[src/rtl/pulse_gen.sv]
// Delayed single-pulse generator triggered by a rising edge on pulse_start.
// Optional 2-flop start synchronizer: define PULSE_GEN_SYNC_EN.
module pulse_gen #(
    parameter int CNT_W    = 32,
    parameter int PCOUNT_W = 16
) (
    input  logic                clk,
    input  logic                reset_n,
    input  logic                pulse_start,
    input  logic [CNT_W-1:0]    pulse_delay,
    input  logic [CNT_W-1:0]    pulse_width,
    output logic                pulse_out,
    output logic                busy,
    output logic                done,
    output logic [PCOUNT_W-1:0] pulse_count
);

    typedef enum logic [1:0] {
        IDLE,
        DELAY,
        HIGH
    } state_t;

    state_t           state;
    logic [CNT_W-1:0] cnt;
    logic [CNT_W-1:0] width_q;
    logic             start_s;
    logic             start_d;
    logic             trig;

`ifdef PULSE_GEN_SYNC_EN
    logic [1:0] sync_q;

    // Two-flop synchronizer for a start level from another clock domain
    always_ff @(posedge clk or negedge reset_n) begin
        if (!reset_n) sync_q <= 2'b00;
        else          sync_q <= {sync_q[0], pulse_start};
    end

    assign start_s = sync_q[1];
`else
    assign start_s = pulse_start;
`endif

    // Previous start level; reset to 0 so a level high at release triggers
    always_ff @(posedge clk or negedge reset_n) begin
        if (!reset_n) start_d <= 1'b0;
        else          start_d <= start_s;
    end

    assign trig = start_s & ~start_d;

    // Sequencer: count down the delay, then the high time
    always_ff @(posedge clk or negedge reset_n) begin
        if (!reset_n) begin
            state       <= IDLE;
            cnt         <= '0;
            width_q     <= '0;
            pulse_out   <= 1'b0;
            busy        <= 1'b0;
            done        <= 1'b0;
            pulse_count <= '0;
        end else begin
            done <= 1'b0;
            unique case (state)
                IDLE: begin
                    if (trig) begin
                        width_q <= pulse_width;
                        if (pulse_delay != '0) begin
                            state <= DELAY;
                            cnt   <= pulse_delay - CNT_W'(1);
                            busy  <= 1'b1;
                        end else if (pulse_width != '0) begin
                            state     <= HIGH;
                            cnt       <= pulse_width - CNT_W'(1);
                            pulse_out <= 1'b1;
                            busy      <= 1'b1;
                        end else begin
                            done <= 1'b1;
                        end
                    end
                end
                DELAY: begin
                    if (cnt == '0) begin
                        if (width_q != '0) begin
                            state     <= HIGH;
                            cnt       <= width_q - CNT_W'(1);
                            pulse_out <= 1'b1;
                        end else begin
                            state <= IDLE;
                            busy  <= 1'b0;
                            done  <= 1'b1;
                        end
                    end else begin
                        cnt <= cnt - CNT_W'(1);
                    end
                end
                HIGH: begin
                    if (cnt == '0) begin
                        state       <= IDLE;
                        pulse_out   <= 1'b0;
                        busy        <= 1'b0;
                        done        <= 1'b1;
                        pulse_count <= pulse_count + PCOUNT_W'(1);
                    end else begin
                        cnt <= cnt - CNT_W'(1);
                    end
                end
                default: begin
                    state     <= IDLE;
                    pulse_out <= 1'b0;
                    busy      <= 1'b0;
                end
            endcase
        end
    end

endmodule

[config.mk]
export PLATFORM = sky130hd
export DESIGN_NAME = pulse_gen
export DESIGN_NICKNAME = d
export VERILOG_FILES = /design/src/rtl/pulse_gen.sv
export SDC_FILE = /design/constraint.sdc
export NUM_CORES = 1
export LEC_CHECK = 0
export ABC_CLOCK_PERIOD_IN_PS = 4300
export CAP_MARGIN = 25
export CORE_ASPECT_RATIO = 0.5
export CORE_MARGIN = 2
export CORE_UTILIZATION = 40
export CTS_CLUSTER_SIZE = 8
export DETAILED_ROUTE_END_ITERATION = 12
export PLACE_DENSITY_LB_ADDON = 0.25
export SYNTH_ARGS = -nofsm -noshare
export SYNTH_HDL_FRONTEND = slang
export SYNTH_SLANG_ARGS = --single-unit
[constraint.sdc]
create_clock -name clk -period 4.3 [get_ports clk]
set_input_delay 1.29 -clock clk [delete_from_list [all_inputs] [get_ports clk]]
set_output_delay 1.29 -clock clk [all_outputs]
set_load 0.1 [all_outputs]
==> flow_summary.toml <==
[synthesis]
ys_ff_latch = 86
syn_area_um2 = 7100
synth-edff-count = 0
synthFlopType = "dfrtp_1"
synth_area_per_cell_um2 = 8.28
syn-num-nets = 934
yosysWarnings = 0
synth_seq_area_share = 0.303
async_flop_share = 1.00
synth_cell_types = 76
syn-instance-count = 857

[cts]
clock_path_buffers = 2
clock-sinks = 86
clk_latency_ns = 0.36
htreeDepth = 3
cts_buffers = 9
clk_pin_slew_ns = 0.07
cts_tree = "done"
postCtsHoldBufs = 0
cts-root-buf = "clkbuf_16"

[grt]
grt.total_usage = 0.287
grt_pass1_wl_um = 41900
overflow = 0
grt_max_degree = 48
antenna_found_initial = 0
grt_pass1_vias = 7525

[power]
p_leak_nw = 3.62
ir_worst_vdd_mv = 0.296
power_density_nw_per_um2 = 562

[critical_path]
worstPathArrival_ns = 4.48
crit_start = "pulse_delay[1]"
worst-r2r-cell-count = 9
worst-setup-path-type = "input pin to register"
cp.required_ns = 4.55
rrSetupSlack_ns = 1.01
end_kind = "register"
crit_path_start_kind = "input pin"
crit_end = "cnt[28]"
path_max_fanout = 6
r2r_end = "cnt[3]"
r2r_start = "width_q[14]"

[timing]
hold_viol = 0
min_period_over_period = 0.985
fin_hold_ws_ns = 0.480
relSlewSlack = 0.336
worst_slack_ns = 0.0632
finalSetupViolCount = 0
clock_skew_ns = 0.0150
tightest_slew_ns = 0.993
finalMaxSlewViolations = 0
min_period_ns = 4.24
fmax_ghz = 0.236

[status]
status = "finished, final reports clean"

[finish]
layoutNonFillerInstCount = 1266
drive_above_1_share = 0.203
layout.nets = 1104
fill_cells = 1611
fin_area_um2 = 9450
diodes = 0
syn_to_final_growth_pct = 33.1

[detailed_routing]
drt-total-wl_um = 26700
post-route-drc-count = 0
drtIter0Drc = 964
dr.pass1.iters = 5
ant_nets = 0
num_vias = 7940
viasPerCell = 6.27
wire_per_inst_um = 21.1

[placement]
dpl.hpwl_um = 20000
pre_cts_slack_ns = -0.429
gp_congestion = 0.939
dp.cells = 1244
io_buffers = 85
place_area_um2 = 8950

[floorplanning]
die-width_um = 192
dieArea_um2 = 18900
initial_core_util = 0.409
io_pins = 86
die_h_um = 98.2
rows = 34
core_um2 = 17400

[hold_path]
min_path_type = "register to register"

[flow_run]
drv_cap = 0
## state kept, by name (all words and copies together), names as in the netlist
name and count:
width_q 32, pulse_count 16, pulse_out 1, state 2, cnt 32, busy 1
start_d 1, done 1
## synthesized netlist by cell type (6+ instances only)
cell type | count | area, µm²
a211oi_1 | 7 | 52.6
a21o_1 | 6 | 45.0
a21oi_1 | 47 | 235
a31oi_1 | 11 | 68.8
and3_1 | 12 | 75.1
buf_2 | 9 | 45.0
clkbuf_1 | 34 | 128
dfrtp_1 | 86 | 2150
ha_1 | 10 | 125
inv_1 | 16 | 60.1
mux2_2 | 31 | 349
mux2i_1 | 6 | 60.1
nand2_1 | 80 | 300
nand2b_1 | 8 | 50.1
nand3_1 | 21 | 105
nand4_1 | 9 | 56.3
nand4b_1 | 6 | 52.6
nor2_1 | 56 | 210
nor3_1 | 41 | 205
nor3b_1 | 6 | 45.0
nor4_1 | 49 | 307
o211ai_1 | 6 | 45.0
o21ai_0 | 42 | 210
o21ai_1 | 15 | 75.1
o221ai_1 | 9 | 78.8
o22ai_1 | 12 | 75.1
o31ai_1 | 11 | 82.6
o41ai_1 | 8 | 70.1
or3_1 | 21 | 131
or4_1 | 15 | 113
xnor2_1 | 59 | 517
xor2_1 | 18 | 158
## layout by cell type (no fill, tap or decap), drive strengths merged, types with 18 or more instances in the layout
cell | synthesis | final
a21oi | 47 | 47
buf | 16 | 125
clkdlybuf4s50 | 0 | 73
dfrtp | 86 | 86
inv | 16 | 20
mux2 | 31 | 31
nand2 | 81 | 81
nand3 | 22 | 22
nor2 | 57 | 57
nor3 | 43 | 43
nor4 | 53 | 53
o21ai | 57 | 57
or3 | 21 | 21
xnor2 | 59 | 59
xor2 | 18 | 18
## how the worst min path moves through the flow
| stage | start | to | slack [ns] | cells past startpoint |
|---|---|---|---|---|
| after floorplan | cnt[11] | cnt[11] | 0.49 | 2 |
| after global placement | pulse_count[15] | pulse_count[15] | 0.47 | 1 |
| after detailed placement | pulse_count[15] | pulse_count[15] | 0.47 | 1 |
| after CTS | pulse_count[15] | pulse_count[15] | 0.48 | 1 |
| after global routing | pulse_count[15] | pulse_count[15] | 0.49 | 1 |
| final | pulse_count[15] | pulse_count[15] | 0.48 | 1 |
## what timing repair did
action                                  in CTS  in global routing
pin swaps                                    2                 13
endpoints found under the setup margin       4                  9
setup buffers                                1                  5
resized for setup                            7                 20
## worst max-delay path, cell delays in order
cell,delay [ns]
clkdlybuf4s50_1,0.50
or3_4,0.14
nor2_1,0.06
and3_4,0.21
a21oi_4,0.16
ha_4,0.15
or4b_4,0.52
nor3_4,0.27
nand3_4,0.15
buf_4,0.17
a211o_1,0.23
a221o_1,0.35
o22ai_1,0.17
o21ai_1,0.08
## per-layer routing
layer  vias up  track usage  routed length (µm)
li1       3600            -                   -
met3        62       0.0960                3190
met5         -            0                   0
met1      3834        0.408               11700
met4         0       0.0611                 499
met2       444        0.421               11300
## power breakdown
part | internal [mW] | switching [mW] | total [mW]
sequential | 1.15 | 0.408 | 1.55
clock | 0.578 | 0.390 | 0.968
combinational | 1.20 | 1.58 | 2.79
total | 2.93 | 2.38 | 5.31
## logic make-up (layout without fill, tap and decap cells)
family	count (synthesis)	after routing	share of synthesized area
AOI/OAI and AO/OA	220	220	0.203
xor gates and xnor gates	77	77	0.0950
adders and majority gates	10	10	0.0176
buffers and inverters	67	242	0.0434
DFF	86	86	0.303
muxes	37	37	0.0576
and+or+nand+nor	360	360	0.280
## cell type report
type                       count  area, µm²  share of cell area
timing repair buffer         209       1820               0.192
clock buffer                   9        225              0.0238
sequential                    86       2150               0.228
clock inverter                 7        125              0.0132
inverter                      17       63.8             0.00675
multi-input combinational    704       4780               0.505
tap                          234        293              0.0310
## metrics by stage
step / power [mW] / utilization / setup TNS (ns)
global route: 5.62 / 0.544 / -0.0469
global placement: 4.18 / 0.516 / -2.85
CTS: 5.21 / 0.537 / 0
detailed placement: 4.23 / 0.516 / -4.64
floorplan: 3.23 / - / -0.255
finish: 5.31 / 0.544 / 0
No activity file was read; power rests on OpenSTA's default activity.
